`src/rtl/bandai_pkg.sv`:
```
// Shared constants for the Bandai FCG-family mapper: modes, register and save-state indices.
// Latency: n/a (declarations only).
// Backpressure: n/a.
package bandai_pkg;

    localparam int BFCG_FCG     = 0;
    localparam int BFCG_LZ      = 1;
    localparam int BFCG_LZ_SRAM = 2;

    localparam logic [3:0] REG_PRG     = 4'h8;
    localparam logic [3:0] REG_MIR     = 4'h9;
    localparam logic [3:0] REG_IRQ_CTL = 4'hA;
    localparam logic [3:0] REG_IRQ_LO  = 4'hB;
    localparam logic [3:0] REG_IRQ_HI  = 4'hC;
    localparam logic [3:0] REG_RAM     = 4'hD;

    localparam logic [7:0] SS_PRG    = 8'd8;
    localparam logic [7:0] SS_CTR_HI = 8'd9;
    localparam logic [7:0] SS_CTR_LO = 8'd10;
    localparam logic [7:0] SS_LAT_HI = 8'd11;
    localparam logic [7:0] SS_LAT_LO = 8'd12;
    localparam logic [7:0] SS_FLAGS  = 8'd13;

    typedef enum logic [1:0] {
        MIR_V = 2'd0,
        MIR_H = 2'd1,
        MIR_0 = 2'd2,
        MIR_1 = 2'd3
    } mirror_t;

    // FCG-1/2 decodes its registers at $6000-$7FFF, the LZ93D50 parts at $8000-$FFFF.
    function automatic logic in_reg_window(input int mode, input logic [15:0] a);
        return (mode == BFCG_FCG) ? (a[15:13] == 3'b011) : a[15];
    endfunction

endpackage

```
`src/rtl/bandai_irq_ctr.sv`:
```
// IRQ down-counter with optional reload latch, pending flag and save-state access.
// Latency: register writes and counting take effect on the falling m2 edge; irq_pend is a flop.
// Backpressure: none; strobes are accepted every cycle, save-state access freezes the counter.
module bandai_irq_ctr #(
    parameter int IRQ_W   = 16,
    parameter bit LATCHED = 1'b1
) (
    input  logic             clk,
    input  logic             rst_n,
    input  logic             wr_ctl,
    input  logic             wr_lo,
    input  logic             wr_hi,
    input  logic [7:0]       dat,
    input  logic             ss_act,
    input  logic             ss_we,
    input  logic [7:0]       ss_addr,
    output logic [IRQ_W-1:0] ctr,
    output logic [IRQ_W-1:0] latch,
    output logic             irq_on,
    output logic             irq_pend
);
    import bandai_pkg::*;

    localparam logic [IRQ_W-1:0] ONE = {{(IRQ_W-1){1'b0}}, 1'b1};

    logic [IRQ_W-1:0] ctr_nxt;
    logic [IRQ_W-1:0] latch_nxt;
    logic             on_nxt;
    logic             pend_nxt;

    // Next state: count first, then let register writes override it (writes win).
    always_comb begin
        ctr_nxt   = ctr;
        latch_nxt = latch;
        on_nxt    = irq_on;
        pend_nxt  = irq_pend;
        if (irq_on) begin
            ctr_nxt = ctr - ONE;
            if (ctr == '0) pend_nxt = 1'b1;
        end
        // A direct byte write suppresses that cycle's decrement; the other byte keeps its old value.
        if (wr_lo) begin
            if (LATCHED) latch_nxt[7:0] = dat;
            else begin
                ctr_nxt      = ctr;
                ctr_nxt[7:0] = dat;
            end
        end
        if (wr_hi) begin
            if (LATCHED) latch_nxt[IRQ_W-1:8] = dat[IRQ_W-9:0];
            else begin
                ctr_nxt            = ctr;
                ctr_nxt[IRQ_W-1:8] = dat[IRQ_W-9:0];
            end
        end
        if (wr_ctl) begin
            on_nxt   = dat[0];
            pend_nxt = 1'b0;
            if (LATCHED) ctr_nxt = latch;
        end
    end

    // State register; save-state access has priority and freezes normal updates.
    always_ff @(negedge clk or negedge rst_n) begin
        if (!rst_n) begin
            ctr      <= '0;
            latch    <= '0;
            irq_on   <= 1'b0;
            irq_pend <= 1'b0;
        end else if (ss_act) begin
            if (ss_we) begin
                case (ss_addr)
                    SS_CTR_HI: ctr[IRQ_W-1:8]   <= dat[IRQ_W-9:0];
                    SS_CTR_LO: ctr[7:0]         <= dat;
                    SS_LAT_HI: latch[IRQ_W-1:8] <= dat[IRQ_W-9:0];
                    SS_LAT_LO: latch[7:0]       <= dat;
                    SS_FLAGS: begin
                        irq_on   <= dat[3];
                        irq_pend <= dat[2];
                    end
                    default: ;
                endcase
            end
        end else begin
            ctr      <= ctr_nxt;
            latch    <= latch_nxt;
            irq_on   <= on_nxt;
            irq_pend <= pend_nxt;
        end
    end

endmodule

```
`src/rtl/bandai_fcg_core.sv`:
```
// Bandai FCG-1/2 / LZ93D50 mapper: register decode, PRG/CHR/CIRAM addressing, IRQ, save state.
// Latency: register writes land on the falling m2 edge; address outputs are combinational.
// Backpressure: none; every in-window write cycle is taken, save-state access freezes the core.
module bandai_fcg_core #(
    parameter int MODE  = 1,
    parameter int PRG_W = 4,
    parameter int IRQ_W = 16
) (
    input  logic              m2,
    input  logic              map_rst_n,
    input  logic [15:0]       cpu_addr,
    input  logic [7:0]        cpu_dat,
    input  logic              cpu_rw,
    input  logic [13:0]       ppu_addr,
    input  logic              ss_act,
    input  logic              ss_we,
    input  logic [7:0]        ss_addr,
    output logic [PRG_W+14:0] prg_addr,
    output logic [17:0]       chr_addr,
    output logic              ciram_a10,
    output logic              ram_ce,
    output logic              irq,
    output logic [7:0]        ss_rdat
);
    import bandai_pkg::*;

    logic [7:0]       chr [8];
    logic [PRG_W-1:0] prg;
    mirror_t          mirror;
    logic             ram_on;
    logic [IRQ_W-1:0] ctr;
    logic [IRQ_W-1:0] latch;
    logic             irq_on;
    logic             irq_pend;

    logic [3:0]       idx;
    logic             reg_wr;
    logic [PRG_W-1:0] bank;
    logic             outer;
    logic             unused_bits;

    assign idx         = cpu_addr[3:0];
    assign reg_wr      = !cpu_rw && in_reg_window(MODE, cpu_addr) && !ss_act;
    assign unused_bits = ppu_addr[13];

    bandai_irq_ctr #(
        .IRQ_W   (IRQ_W),
        .LATCHED (MODE != BFCG_FCG)
    ) u_irq (
        .clk      (m2),
        .rst_n    (map_rst_n),
        .wr_ctl   (reg_wr && idx == REG_IRQ_CTL),
        .wr_lo    (reg_wr && idx == REG_IRQ_LO),
        .wr_hi    (reg_wr && idx == REG_IRQ_HI),
        .dat      (cpu_dat),
        .ss_act   (ss_act),
        .ss_we    (ss_we),
        .ss_addr  (ss_addr),
        .ctr      (ctr),
        .latch    (latch),
        .irq_on   (irq_on),
        .irq_pend (irq_pend)
    );

    assign irq = irq_pend;

    // Banking registers: save-state writes first, then CPU register writes.
    always_ff @(negedge m2 or negedge map_rst_n) begin
        if (!map_rst_n) begin
            for (int i = 0; i < 8; i++) chr[i] <= '0;
            prg    <= '0;
            mirror <= MIR_V;
            ram_on <= 1'b0;
        end else if (ss_act) begin
            if (ss_we) begin
                if (ss_addr < 8'd8) chr[ss_addr[2:0]] <= cpu_dat;
                else if (ss_addr == SS_PRG) prg <= cpu_dat[PRG_W-1:0];
                else if (ss_addr == SS_FLAGS) begin
                    ram_on <= cpu_dat[4];
                    mirror <= mirror_t'(cpu_dat[1:0]);
                end
            end
        end else if (reg_wr) begin
            if (!idx[3]) chr[idx[2:0]] <= cpu_dat;
            else begin
                case (idx)
                    REG_PRG: prg    <= cpu_dat[PRG_W-1:0];
                    REG_MIR: mirror <= mirror_t'(cpu_dat[1:0]);
                    REG_RAM: if (MODE == BFCG_LZ_SRAM) ram_on <= cpu_dat[5];
                    default: ;
                endcase
            end
        end
    end

    // PRG: upper 16 KB fixed to the last bank; the SRAM board adds an outer bank bit from CHR regs.
    assign bank     = cpu_addr[14] ? '1 : prg;
    assign outer    = (MODE == BFCG_LZ_SRAM) && (chr[0][0] | chr[1][0] | chr[2][0] | chr[3][0]);
    assign prg_addr = {outer, bank, cpu_addr[13:0]};
    assign ram_ce   = (MODE == BFCG_LZ_SRAM) && ram_on && (cpu_addr[15:13] == 3'b011);

    // CHR: 1 KB banks from the CHR registers, or a flat 8 KB CHR-RAM on the SRAM board.
    always_comb begin
        if (MODE == BFCG_LZ_SRAM) chr_addr = {5'b0, ppu_addr[12:0]};
        else                      chr_addr = {chr[ppu_addr[12:10]], ppu_addr[9:0]};
    end

    // Nametable select from the mirroring register.
    always_comb begin
        case (mirror)
            MIR_V:   ciram_a10 = ppu_addr[10];
            MIR_H:   ciram_a10 = ppu_addr[11];
            MIR_0:   ciram_a10 = 1'b0;
            default: ciram_a10 = 1'b1;
        endcase
    end

    // Save-state readback: narrow fields zero-extended, unmapped indices read $FF.
    always_comb begin
        ss_rdat = 8'hFF;
        if (ss_addr < 8'd8) ss_rdat = chr[ss_addr[2:0]];
        else begin
            case (ss_addr)
                SS_PRG: begin
                    ss_rdat = '0;
                    ss_rdat[PRG_W-1:0] = prg;
                end
                SS_CTR_HI: begin
                    ss_rdat = '0;
                    ss_rdat[IRQ_W-9:0] = ctr[IRQ_W-1:8];
                end
                SS_CTR_LO: ss_rdat = ctr[7:0];
                SS_LAT_HI: begin
                    ss_rdat = '0;
                    ss_rdat[IRQ_W-9:0] = latch[IRQ_W-1:8];
                end
                SS_LAT_LO: ss_rdat = latch[7:0];
                SS_FLAGS:  ss_rdat = {3'b0, ram_on, irq_on, irq_pend, mirror};
                default: ;
            endcase
        end
    end

endmodule

```
`config.mk`:
```
export PLATFORM = sky130hd
export DESIGN_NAME = bandai_fcg_core
export DESIGN_NICKNAME = d
export VERILOG_FILES = /design/src/rtl/bandai_pkg.sv /design/src/rtl/bandai_irq_ctr.sv /design/src/rtl/bandai_fcg_core.sv
export SDC_FILE = /design/constraint.sdc
export NUM_CORES = 1
export LEC_CHECK = 0
export ABC_AREA = 1
export CAP_MARGIN = 20
export CORE_AREA = 2 2 130 107
export DETAILED_ROUTE_END_ITERATION = 12
export DIE_AREA = 0 0 132 109
export PLACE_DENSITY = 0.8
export SLEW_MARGIN = 20
export SYNTH_ARGS = -nofsm -noshare
export SYNTH_HDL_FRONTEND = slang
export SYNTH_SLANG_ARGS = --single-unit
```
`constraint.sdc`:
```
create_clock -name m2 -period 2.17 [get_ports m2]
set_input_delay 0.434 -clock m2 [delete_from_list [all_inputs] [get_ports m2]]
set_output_delay 0.434 -clock m2 [all_outputs]
set_load 0.01 [all_outputs]
```
==> results of run 1 <==
## per-layer routing
layer,track usage,GRT overflow
met1,0.7770,0
met3,0.6434,1
met2,0.9319,18
met4,0.7484,12
met5,0.4063,0
## per-stage QoR
step | cell area, sq um | utilization
after CTS | 10910 | 0.8286
after detailed placement | 9457 | 0.7180
after global placement | 9457 | 0.7180
after floorplan | 7465 | -
## cells by family after synthesis
logic type / Yosys count / share of synthesized area
compound gates: 153 / 0.1281
flops: 105 / 0.3674
xor+xnor: 1 / 0.001225
simple gates: 684 / 0.3956
other cells: 1 / 0.0005243
fa+ha+maj: 1 / 0.001749
buf+inv: 158 / 0.1055
## repair_timing
item                                    in CTS
hold endpoints to repair                     0
endpoints found under the setup margin     127
pin swaps                                   96
gates cloned                                 4
gates resized for setup                    394
buffers inserted                            57
==> results.ini, run 1 <==
[synth]
post-synth-top-area-cell = sky130_fd_sc_hd__dfrtn_1
ys_warn_count = 0
synthesis.instances = 1103
syn_area_sq_um = 7152
synth.cells.most_frequent = 409 x sky130_fd_sc_hd__nand2_1, 131 x sky130_fd_sc_hd__nor2_1, 105 x sky130_fd_sc_hd__dfrtn_1, 98 x sky130_fd_sc_hd__nand3_1, 77 x sky130_fd_sc_hd__inv_1
synth.distinct_cells = 43
postSynth.asyncResetShare = 1.000
ys.flop_type = sky130_fd_sc_hd__dfrtn_1
synth.avg_cell_area_sq_um = 6.484
synth.top_cells.by_area = sky130_fd_sc_hd__dfrtn_1 37%, sky130_fd_sc_hd__nand2_1 21%, sky130_fd_sc_hd__nor2_1 6.9%
synth.most_common_cell = sky130_fd_sc_hd__nand2_1
synth.top_cell.area_share = 0.3674
yosysSeqAreaShare = 0.3674
synth_enable_flop_cells = 0
yosys_register_bits = 105

[floorplan]
floorplan.rows = 38
start_util = 0.5430
fp.dieH_microns = 109
die-width_microns = 132
io_pins = 99

[timing]
grt_repair_worst_endpoint = ss_rdat[1]
worst_path_end_type = top-level output

[placement]
place_congestion = 0.9650
preCtsSetupSlack_ns = -1.183
hpwl_mm = 19.28
port-buffer-count = 55
placedCellCount = 1469

[global_route]
maximum_number_of_pins_on_one_net_before_global_route_repair = 40
gr-total-overflow = 31
grt_usage = 0.7755

[clock_tree]
tritoncts_num_sinks = 105
post_cts_hold_fix_bufs = 0
cts_max_level = 3
tritoncts.num_buffers = 9
ctsLongestPathBuffers = 2
clock_tree.root_cell = sky130_fd_sc_hd__clkbuf_16

[run_status]
stage_where_the_run_ended = 5_1_grt
stop_error = [ERROR GRT-0232] Routing congestion too high. Check the congestion heatmap in the GUI.
outcome = aborted with a tool error

==> inputs of run 2 (changes only) <==
CORE_AREA = 2 2 137 139   (was 2 2 130 107)
DIE_AREA = 0 0 139 141   (was 0 0 132 109)
PLACE_DENSITY = unset   (was 0.8)
PLACE_DENSITY_LB_ADDON = 0.15   (was unset)
==> run 2 against run 1 <==
Net effect: the flow now finishes, with violations (negative setup slack); synthesized cell count is the same; synthesized area unchanged.
==> results.ini, run 2 <==
[synth]
synth.cells.most_frequent = 409 x sky130_fd_sc_hd__nand2_1, 131 x sky130_fd_sc_hd__nor2_1, 105 x sky130_fd_sc_hd__dfrtn_1, 98 x sky130_fd_sc_hd__nand3_1, 77 x sky130_fd_sc_hd__inv_1
ys.flop_type = sky130_fd_sc_hd__dfrtn_1
synth.avg_cell_area_sq_um = 6.484
synth.top_cell.area_share = 0.3674
yosysSeqAreaShare = 0.3674
synth.most_common_cell = sky130_fd_sc_hd__nand2_1
yosys_register_bits = 105
syn_area_sq_um = 7152
synth.top_cells.by_area = sky130_fd_sc_hd__dfrtn_1 37%, sky130_fd_sc_hd__nand2_1 21%, sky130_fd_sc_hd__nor2_1 6.9%
synth.distinct_cells = 43
ys_warn_count = 0
postSynth.asyncResetShare = 1.000
post-synth-top-area-cell = sky130_fd_sc_hd__dfrtn_1
synthesis.instances = 1103
synth_enable_flop_cells = 0

[global_route]
first_global_vias = 7984
gr-total-overflow = 0
grt_usage = 0.2858
antenna_found_initial = 0
first_pass_grt_wire_length_mm = 43.86
maximum_number_of_pins_on_one_net_before_global_route_repair = 34

[layout]
layout-drive-gt1-share = 0.4320
finalNonFillerCells = 1595
fill_cells = 1608
final_common_cell = sky130_fd_sc_hd__nand2_1
flow.area_growth_from_synthesis_pct = 58.99
post-route-util = 0.6225
largest_register_ffs = 64
fin_nets = 1408
antennaDiodeCount = 0
max_flop_register = chr
register_area_sq_um = 2628
layout_top_registers = chr x64, u_irq.ctr x16, u_irq.latch x16
multi_input_comb_area_sq_um = 4926
mostFrequentLayoutCells = 293 x sky130_fd_sc_hd__nand2_1, 202 x sky130_fd_sc_hd__buf_4, 105 x sky130_fd_sc_hd__dfrtn_1

[route]
vias_per_cell = 5.262
route.detailed.wl_per_inst_microns = 17.85
postRouteAntennaNets = 0
remaining_drc_errors = 0
routed_wl_mm = 28.46
route.vias.total = 8393
drt-pass1-iter-count = 5
first_iter_violations = 756

[placement]
placedCellCount = 1525
preCtsSetupSlack_ns = -1.279
hpwl_mm = 19.77
place_congestion = 0.9283
port-buffer-count = 55

[setup_path]
critPathTopFamily = flip-flops
timing.critical_path.arrival_ns = 2.72
cp_num_buf_inv = 2
worst_setup_path_start_kind = register
critPathCaptureType = output pin
max_stage_delay_ns = 0.43
cells_along_the_critical_path = inv_2 -> o21ai_1 -> nand2_1 -> o21ai_2 -> nand2_1 -> nand2_2 -> nor2_2 -> a21oi_2 -> buf_2
critical_path_peak_fanout = 2
kind_of_critical_path = register to output pin
crit_path_frequent_cell = sky130_fd_sc_hd__nand2_1
critical_path_required_ns = 1.74
max_stage_delay_cell_worst_path = sky130_fd_sc_hd__dfrtn_1

[clock_tree]
ctsLongestPathBuffers = 2
cts_max_level = 3
cts.clk_slew.worst_paths_ns = 0.06
clock_tree.root_cell = sky130_fd_sc_hd__clkbuf_16
tritoncts.num_buffers = 9
tritoncts_num_sinks = 105
post_cts_hold_fix_bufs = 0
clock_latency_ns = 0.37
tritoncts_clock_tree = done

[floorplan]
fp.dieArea_sq_um = 19600
start_util = 0.3915
io_pins = 99
floorplan.rows = 50
die-width_microns = 139
core_area_sq_um = 18270
fp.dieH_microns = 141

[pwr]
fin_total_pwr_w = 0.007560
pwr_dens_nw_per_um2 = 664.8
power.share.sequential = 0.360
power_switching_w = 0.002863
irDropWorstVdd_mv = 0.4598
clockPowerShare = 0.234
power.static_leakage_nw = 5.607
p_comb_frac = 0.405
p_int_w = 0.004697
sw_frac_of_total = 0.3787

[run_status]
failing_checks = negative setup slack
outcome = complete, but fails checks

[min_path]
hold_class = register to register

[timing]
rsz0062_at_grt = true
finalClockSkew_ns = 0.008784
setup_viol = 127
tns_setup_ns = -45.13
timing_max_transition_violations_final = 0
timing.final.ws_setup_ns = -0.9858
timing.final.hold_violations = 0

[job]
drv.max_cap_violation_count = 0

## run 2: cell counts after synthesis
No cell type changed its count.
## run 2: power groups by stage
| stage | registers, W | clock network [W] | logic [W] |
|---|---|---|---|
| 6_report | 0.00272 | 0.00177 | 0.00307 |
| 5_1_grt | 0.00277 | 0.00186 | 0.00333 |
| 4_1_cts | 0.00271 | 0.00178 | 0.00281 |
| 3_5_place_dp | 0.00271 | 0 | 0.00248 |
| 3_3_place_gp | 0.00271 | 0 | 0.00246 |
| 2_1_floorplan | 0.00269 | 0 | 0.00125 |
## run 2: stage by stage
step	hold WS (ns)	instance area, sq um
floorplan	0.3987	7465
global placement	0.4128	9514
detailed placement	0.4200	9514
CTS	0.4248	10870
global route	0.4512	11370
finish	0.4340	11370
## run 2: kinds of logic after synthesis
kind of cell	Yosys count	synth area share
and+or+nand+nor	684	0.3956
buffers and inverters	158	0.1055
AOI/OAI and AO/OA	153	0.1281
DFF	105	0.3674
xor gates and xnor gates	1	0.001225
adders and majority gates	1	0.001749
other	1	0.0005243
## run 2: area by class of cell
| type | instances | area share |
|---|---|---|
| clock inverter | 7 | 0.007152 |
| timing repair buffer | 312 | 0.2501 |
| multi-input combinational | 843 | 0.4332 |
| sequential | 105 | 0.2311 |
| clock buffer | 9 | 0.01981 |
| tap | 234 | 0.02575 |
| inverter | 85 | 0.03290 |
## run 2: layer usage
layer / wire length [microns] / up-vias / track usage
met3: 1965 / 64 / 0.04484
met2: 12970 / 314 / 0.4421
met4: 867 / 0 / 0.09782
met5: 0 / - / 0
li1: - / 4037 / -
met1: 12660 / 3978 / 0.4089
## run 2: final timing paths
kind                              endpoint  cells after the start       startpoint  slack (ns)
min in group asynchronous          chr[30]                      1        map_rst_n        0.90
max                             ss_rdat[1]                      9          chr[57]       -0.99
max reg2reg                 u_irq.irq_pend                     10     u_irq.ctr[1]        0.37
min reg2reg                u_irq.latch[14]                      2  u_irq.latch[14]        0.43
min                        u_irq.latch[14]                      2  u_irq.latch[14]        0.43
max in group asynchronous     u_irq.ctr[4]                      2        map_rst_n        0.76
## run 2: what timing repair did
action | 4_1_cts | 5_1_grt
pin swaps | 101 | 67
endpoints found under the setup margin | 127 | 127
gates cloned | 4 | 0
setup buffers | 35 | 19
gates resized for setup | 381 | 113
## run 2: worst register-to-register path: stages (launching register included)
cell and delay [ns]:
sky130_fd_sc_hd__dfrtn_1 0.35, sky130_fd_sc_hd__inv_1 0.10, sky130_fd_sc_hd__buf_4 0.13, sky130_fd_sc_hd__ha_1 0.24
sky130_fd_sc_hd__nand2_1 0.11, sky130_fd_sc_hd__nor2_1 0.29, sky130_fd_sc_hd__nand4_1 0.16, sky130_fd_sc_hd__nand3_1 0.12
sky130_fd_sc_hd__nand2_1 0.06, sky130_fd_sc_hd__nand2_1 0.05, sky130_fd_sc_hd__nand2_1 0.04
Power figures use the tool's default switching activity.
==> inputs of run 3 (changes only) <==
CORE_AREA = 2 2 126 152   (was 2 2 137 139)
DIE_AREA = 0 0 128 154   (was 0 0 139 141)
==> run 3 against run 2 <==
Net effect: the flow still finishes with violations (negative setup slack); core utilization about the same; hold slack better by 0.014 ns; via count down 0.41%; critical path depth stayed put; count of clock-buffer cells in the layout rose by 2; total power shrank 1.5%; register-to-register slack barely moved; die area rose by 0.58%; clock power decreased by 6%; sequential share of layout area up 0.22 points; critical endpoint is now ss_rdat[0]; highest routed layer unchanged.
==> results.ini, run 3 (synthesized netlist as in run 2, its figures left out) <==
[run_status]
outcome = complete, but fails checks
failing_checks = negative setup slack

[min_path]
hold_depth = 2
whs_endpoint = u_irq.latch[11]
min_from = u_irq.latch[11]
hold_class = register to register

[setup_path]
worst_setup_path_start_kind = register
r2r-start = u_irq.ctr[0]
timing.critical_path.arrival_ns = 2.74
worst-r2r-setup-slack_ns = 0.36
critical_path_peak_fanout = 2
critical_path_required_ns = 1.74
critPathCaptureType = output pin
regToRegEndpoint = u_irq.irq_pend
kind_of_critical_path = register to output pin
reg2regPathDepth = 10

[timing]
timing.final.ws_setup_ns = -1.006
tns_setup_ns = -49.91
setup_viol = 127
finalClockSkew_ns = 0.006614
timing.final.hold_violations = 0
rsz0062_at_grt = true
timing_max_transition_violations_final = 0

[placement]
port-buffer-count = 55
hpwl_mm = 20.52
preCtsSetupSlack_ns = -1.181
place_congestion = 0.9396

[route]
first_iter_violations = 440
remaining_drc_errors = 0
route.detailed.wl_per_inst_microns = 18.45
vias_per_cell = 5.328
route.vias.total = 8359
postRouteAntennaNets = 0
drt-pass1-iter-count = 6
routed_wl_mm = 28.94

[global_route]
first_pass_grt_wire_length_mm = 44.35
grt_usage = 0.2914
first_global_vias = 8121
antenna_found_initial = 0
gr-total-overflow = 0
maximum_number_of_pins_on_one_net_before_global_route_repair = 33

[layout]
mostFrequentLayoutCells = 277 x sky130_fd_sc_hd__nand2_1, 182 x sky130_fd_sc_hd__buf_4, 116 x sky130_fd_sc_hd__nand2_2
fin_nets = 1392
layout_top_registers = chr x64, u_irq.ctr x16, u_irq.latch x16
antennaDiodeCount = 0
flow.area_growth_from_synthesis_pct = 57.49
largest_register_ffs = 64
final_common_cell = sky130_fd_sc_hd__nand2_1
layout-drive-gt1-share = 0.4349
fill_cells = 1651
max_flop_register = chr

[clock_tree]
tritoncts.num_buffers = 9
ctsLongestPathBuffers = 2
cts_max_level = 3
cts.clk_slew.worst_paths_ns = 0.05
clock_latency_ns = 0.36
tritoncts_clock_tree = done
tritoncts_num_sinks = 105
clock_tree.root_cell = sky130_fd_sc_hd__clkbuf_16
post_cts_hold_fix_bufs = 0

[pwr]
power.static_leakage_nw = 5.525
fin_total_pwr_w = 0.007446
irDropWorstVdd_mv = 0.4444
pwr_dens_nw_per_um2 = 661.1

[job]
drv.max_cap_violation_count = 0

[floorplan]
core_area_sq_um = 18110
fp.dieH_microns = 154
floorplan.rows = 54
io_pins = 99
die-width_microns = 128
fp.dieArea_sq_um = 19710
start_util = 0.3950

[run 3: worst max-delay path by stage]
stage	start	end	slack (ns)	depth (start not counted)
6_report	chr[24]	ss_rdat[0]	-1.01	9
5_1_grt	chr[25]	chr_addr[11]	-1.09	7
4_1_cts	chr[25]	ss_rdat[1]	-1.02	9
3_5_place_dp	ss_addr[7]	chr[29]	-1.18	11
3_3_place_gp	ss_addr[7]	chr[31]	-1.15	11
2_1_floorplan	ss_addr[7]	chr[16]	-0.46	11
[run 3: critical path, stage by stage (launching register included)]
cell	delay, ns
sky130_fd_sc_hd__dfrtn_1	0.45
sky130_fd_sc_hd__inv_2	0.07
sky130_fd_sc_hd__o21ai_2	0.14
sky130_fd_sc_hd__nand2_1	0.07
sky130_fd_sc_hd__o21ai_2	0.08
sky130_fd_sc_hd__nand2_1	0.09
sky130_fd_sc_hd__nand2_2	0.08
sky130_fd_sc_hd__nor2_2	0.05
sky130_fd_sc_hd__a21oi_2	0.12
sky130_fd_sc_hd__buf_2	0.16
[run 3: final cells by class]
cell class / count / area, sq um / area share
clock buffer: 11 / 242.7 / 0.02155
clock inverter: 5 / 46.29 / 0.004110
inverter: 85 / 369.1 / 0.03277
multi-input combinational: 842 / 4962 / 0.4406
sequential: 105 / 2628 / 0.2333
tap: 224 / 280.3 / 0.02488
timing repair buffer: 297 / 2735 / 0.2428
[run 3: per-stage QoR]
step	cell area [sq um]	cells	util	hold WS, ns
floorplan	7465	1104	-	0.3987
global placement	9527	1515	0.5261	0.4137
detailed placement	9527	1515	0.5261	0.4223
CTS	10260	1547	0.5667	0.4243
global route	11260	1569	0.6220	0.4763
finish	11260	1569	0.6220	0.4477
[run 3: timing repair]
item	CTS	global route
endpoints found under the setup margin	127	127
setup buffers	17	23
gates cloned	0	3
pin swaps	56	81
gates resized for setup	241	283
[run 3: power by group]
part           switching (W)  total (W)  internal [W]
clock               0.000827    0.00166      0.000832
combinational        0.00162    0.00307       0.00145
sequential          0.000316    0.00272       0.00240
total                0.00276    0.00745       0.00469
[run 3: per-layer routing]
metal  up-vias  global-route usage  share of wire
li1       3999                   -              -
met5         -                   0              0
met2       297              0.4983           0.50
met4         0              0.1423          0.056
met1      3965              0.3612           0.39
met3        98             0.03688          0.051
==> inputs of run 4 (changes only) <==
--- a/config.mk
+++ b/config.mk
@@ -8,7 +8,9 @@
 export ABC_AREA = 1
 export CAP_MARGIN = 20
-export CORE_AREA = 2 2 126 152
+export CELL_PAD_IN_SITES_DETAIL_PLACEMENT = 0
+export CELL_PAD_IN_SITES_GLOBAL_PLACEMENT = 1
+export CORE_AREA = 2 2 127 154
 export DETAILED_ROUTE_END_ITERATION = 12
-export DIE_AREA = 0 0 128 154
+export DIE_AREA = 0 0 129 156
 export PLACE_DENSITY_LB_ADDON = 0.15
 export SLEW_MARGIN = 20
==> constraint.sdc (replaced) <==
create_clock -name m2 -period 2.17 [get_ports m2]
set_input_delay 0.434 -clock m2 [delete_from_list [all_inputs] [get_ports m2]]
set_output_delay 0.434 -clock m2 [all_outputs]
set_load 0.02 [all_outputs]
==> run 4 against run 3 <==
Net effect: the flow still finishes with violations (negative setup slack); final area grew 6.7%; largest power group unchanged; sequential power barely moved; total power grew 2.8%; via count is 0.73% higher; non-clock buffer count up 32; worst setup slack worse by 0.0092 ns; clock skew down 0.0011 ns; routed wire length grew 4.0%; critical path type unchanged; count of clock-buffer cells in the layout did not move; core utilization rose by 2.2 points; cell count up 4.0%; critical endpoint is now ss_rdat[1].
==> results.ini, run 4 (synthesized netlist as in run 2, its figures left out) <==
[layout]
final_common_cell = sky130_fd_sc_hd__nand2_1
post-route-util = 0.6443
antennaDiodeCount = 0
layout-drive-gt1-share = 0.4557
flow.area_growth_from_synthesis_pct = 68.00
mostFrequentLayoutCells = 280 x sky130_fd_sc_hd__nand2_1, 204 x sky130_fd_sc_hd__buf_4, 107 x sky130_fd_sc_hd__nor2_1
layout_top_registers = chr x64, u_irq.ctr x16, u_irq.latch x16
max_flop_register = chr
finalNonFillerCells = 1632
fin_nets = 1424
largest_register_ffs = 64

[timing]
finalClockSkew_ns = 0.005520
timing_max_transition_violations_final = 0
setup_viol = 127
timing.final.hold_violations = 0
rsz0062_at_grt = true
timing.final.ws_setup_ns = -1.015

[route]
routed_wl_mm = 30.09
first_iter_violations = 564
length_of_routed_met3_wiring_mm = 1.102
vias_per_cell = 5.159
postRouteAntennaNets = 0
met1Wirelength_mm = 11.90
route.detailed.wl_per_inst_microns = 18.44
routed-wl-met2_mm = 16.05
top_layer_used = met4
remaining_drc_errors = 0
drt-pass1-iter-count = 5
route.vias.total = 8420

[floorplan]
start_util = 0.3835
fp.dieH_microns = 156
die-width_microns = 129
floorplan.rows = 55
core_area_sq_um = 18650
io_pins = 99
fp.dieArea_sq_um = 20120

[setup_path]
max_stage_delay_ns = 0.42
critical_path_required_ns = 1.74
max_stage_delay_cell_worst_path = sky130_fd_sc_hd__dfrtn_1
worst_setup_path_start_kind = register
critical_path_peak_fanout = 2
critPathCaptureType = output pin
cp_num_buf_inv = 2
cells_along_the_critical_path = inv_1 -> o21ai_0 -> nor2_1 -> a21oi_2 -> buf_4
timing.critical_path.arrival_ns = 2.75
critPathTopFamily = compound AO/OA/AOI/OAI gates
kind_of_critical_path = register to output pin

[clock_tree]
tritoncts_num_sinks = 105
ctsLongestPathBuffers = 2
clock_tree.root_cell = sky130_fd_sc_hd__clkbuf_16
cts.clk_slew.worst_paths_ns = 0.05
cts_max_level = 3
clock_latency_ns = 0.35
tritoncts_clock_tree = done
post_cts_hold_fix_bufs = 0
tritoncts.num_buffers = 9

[global_route]
first_pass_grt_wire_length_mm = 46.28
grt_usage = 0.3012
first_global_vias = 8602
gr-total-overflow = 0
maximum_number_of_pins_on_one_net_before_global_route_repair = 34
antenna_found_initial = 0

[placement]
placedCellCount = 1562
hpwl_mm = 20.69
port-buffer-count = 55
place_congestion = 0.8682

[pwr]
power.static_leakage_nw = 5.808
fin_total_pwr_w = 0.007656
pwr_dens_nw_per_um2 = 637.2
irDropWorstVdd_mv = 0.4509

[run_status]
outcome = complete, but fails checks
failing_checks = negative setup slack

[job]
drv.max_cap_violation_count = 0

[min_path]
hold_class = register to register

-- run 4: cell types whose count changed in the layout (fill, tap and decap cells not counted), moves of 5 or more --
cell	delta
sky130_fd_sc_hd__buf_4	+22
sky130_fd_sc_hd__nand3_1	-22
sky130_fd_sc_hd__nand3_2	+18
sky130_fd_sc_hd__nand2_2	-16
sky130_fd_sc_hd__buf_6	+13
sky130_fd_sc_hd__nand2_4	+11
sky130_fd_sc_hd__buf_12	+10
sky130_fd_sc_hd__o21ai_2	-8
sky130_fd_sc_hd__buf_2	-7
sky130_fd_sc_hd__clkbuf_2	-5
sky130_fd_sc_hd__nor2_2	-5
-- run 4: timing repair --
action                     CTS  global route
setup endpoints to repair  127           127
gates cloned                 7             0
pin swaps                  126            89
setup buffers               38            19
gates resized for setup    433           197
-- run 4: where the power goes --
| group | switching [W] | total [W] | leakage [nW] | internal, W |
|---|---|---|---|---|
| clock | 0.000784 | 0.00171 | 0.146 | 0.000927 |
| sequential | 0.000309 | 0.00271 | 1.34 | 0.00240 |
| combinational | 0.00169 | 0.00323 | 4.32 | 0.00154 |
| total | 0.00278 | 0.00766 | 5.81 | 0.00487 |
-- run 4: through the flow --
step	cell area (sq um)	TNS, ns	hold WS (ns)	setup WS, ns
5_1_grt	12020	-48.78	0.4449	-1.032
6_report	12020	-42.68	0.4127	-1.015
3_3_place_gp	9746	-130.99	0.4163	-1.167
4_1_cts	11280	-40.15	0.4183	-0.9390
2_1_floorplan	7493	-48.01	0.3987	-0.4655
3_5_place_dp	9746	-132.10	0.4182	-1.171
-- run 4: area by class of cell --
class	instances	area, sq um
repair buffers	329	3177
fillers	1605	6634
flip-flops and latches	105	2628
clock buffers	11	242.7
inverters	85	406.6
clock inverters	4	52.55
multi-input cells	842	5189
well taps	256	320.3
-- run 4: worst register-to-register path, cell delays in order (launching register included) --
cell and delay, ns:
sky130_fd_sc_hd__dfrtn_1 0.35, sky130_fd_sc_hd__inv_1 0.09, sky130_fd_sc_hd__buf_4 0.13, sky130_fd_sc_hd__ha_1 0.27, sky130_fd_sc_hd__nand2_1 0.12, sky130_fd_sc_hd__nor2_1 0.27
sky130_fd_sc_hd__nand4_1 0.15, sky130_fd_sc_hd__nand3_1 0.13, sky130_fd_sc_hd__nand2_1 0.07, sky130_fd_sc_hd__nand2_1 0.07, sky130_fd_sc_hd__nand2_1 0.05
-- run 4: layer usage --
metal,global-route usage,up-vias
met5,0,-
met4,0.1211,0
met3,0.02984,72
met2,0.5520,227
met1,0.3574,4054
li1,-,4067
-- run 4: path summary, 6_finish.rpt --
kind	start	cells after the start	slack [ns]	endpoint
setup / recovery	u_irq.ctr[9]	5	-1.01	ss_rdat[1]
hold / removal	chr[57]	2	0.41	chr[57]
setup reg to reg	u_irq.ctr[1]	10	0.33	u_irq.irq_pend
hold reg to reg	chr[57]	2	0.41	chr[57]
max in group asynchronous	map_rst_n	2	0.74	chr[9]
min in group asynchronous	map_rst_n	1	0.92	u_irq.latch[1]
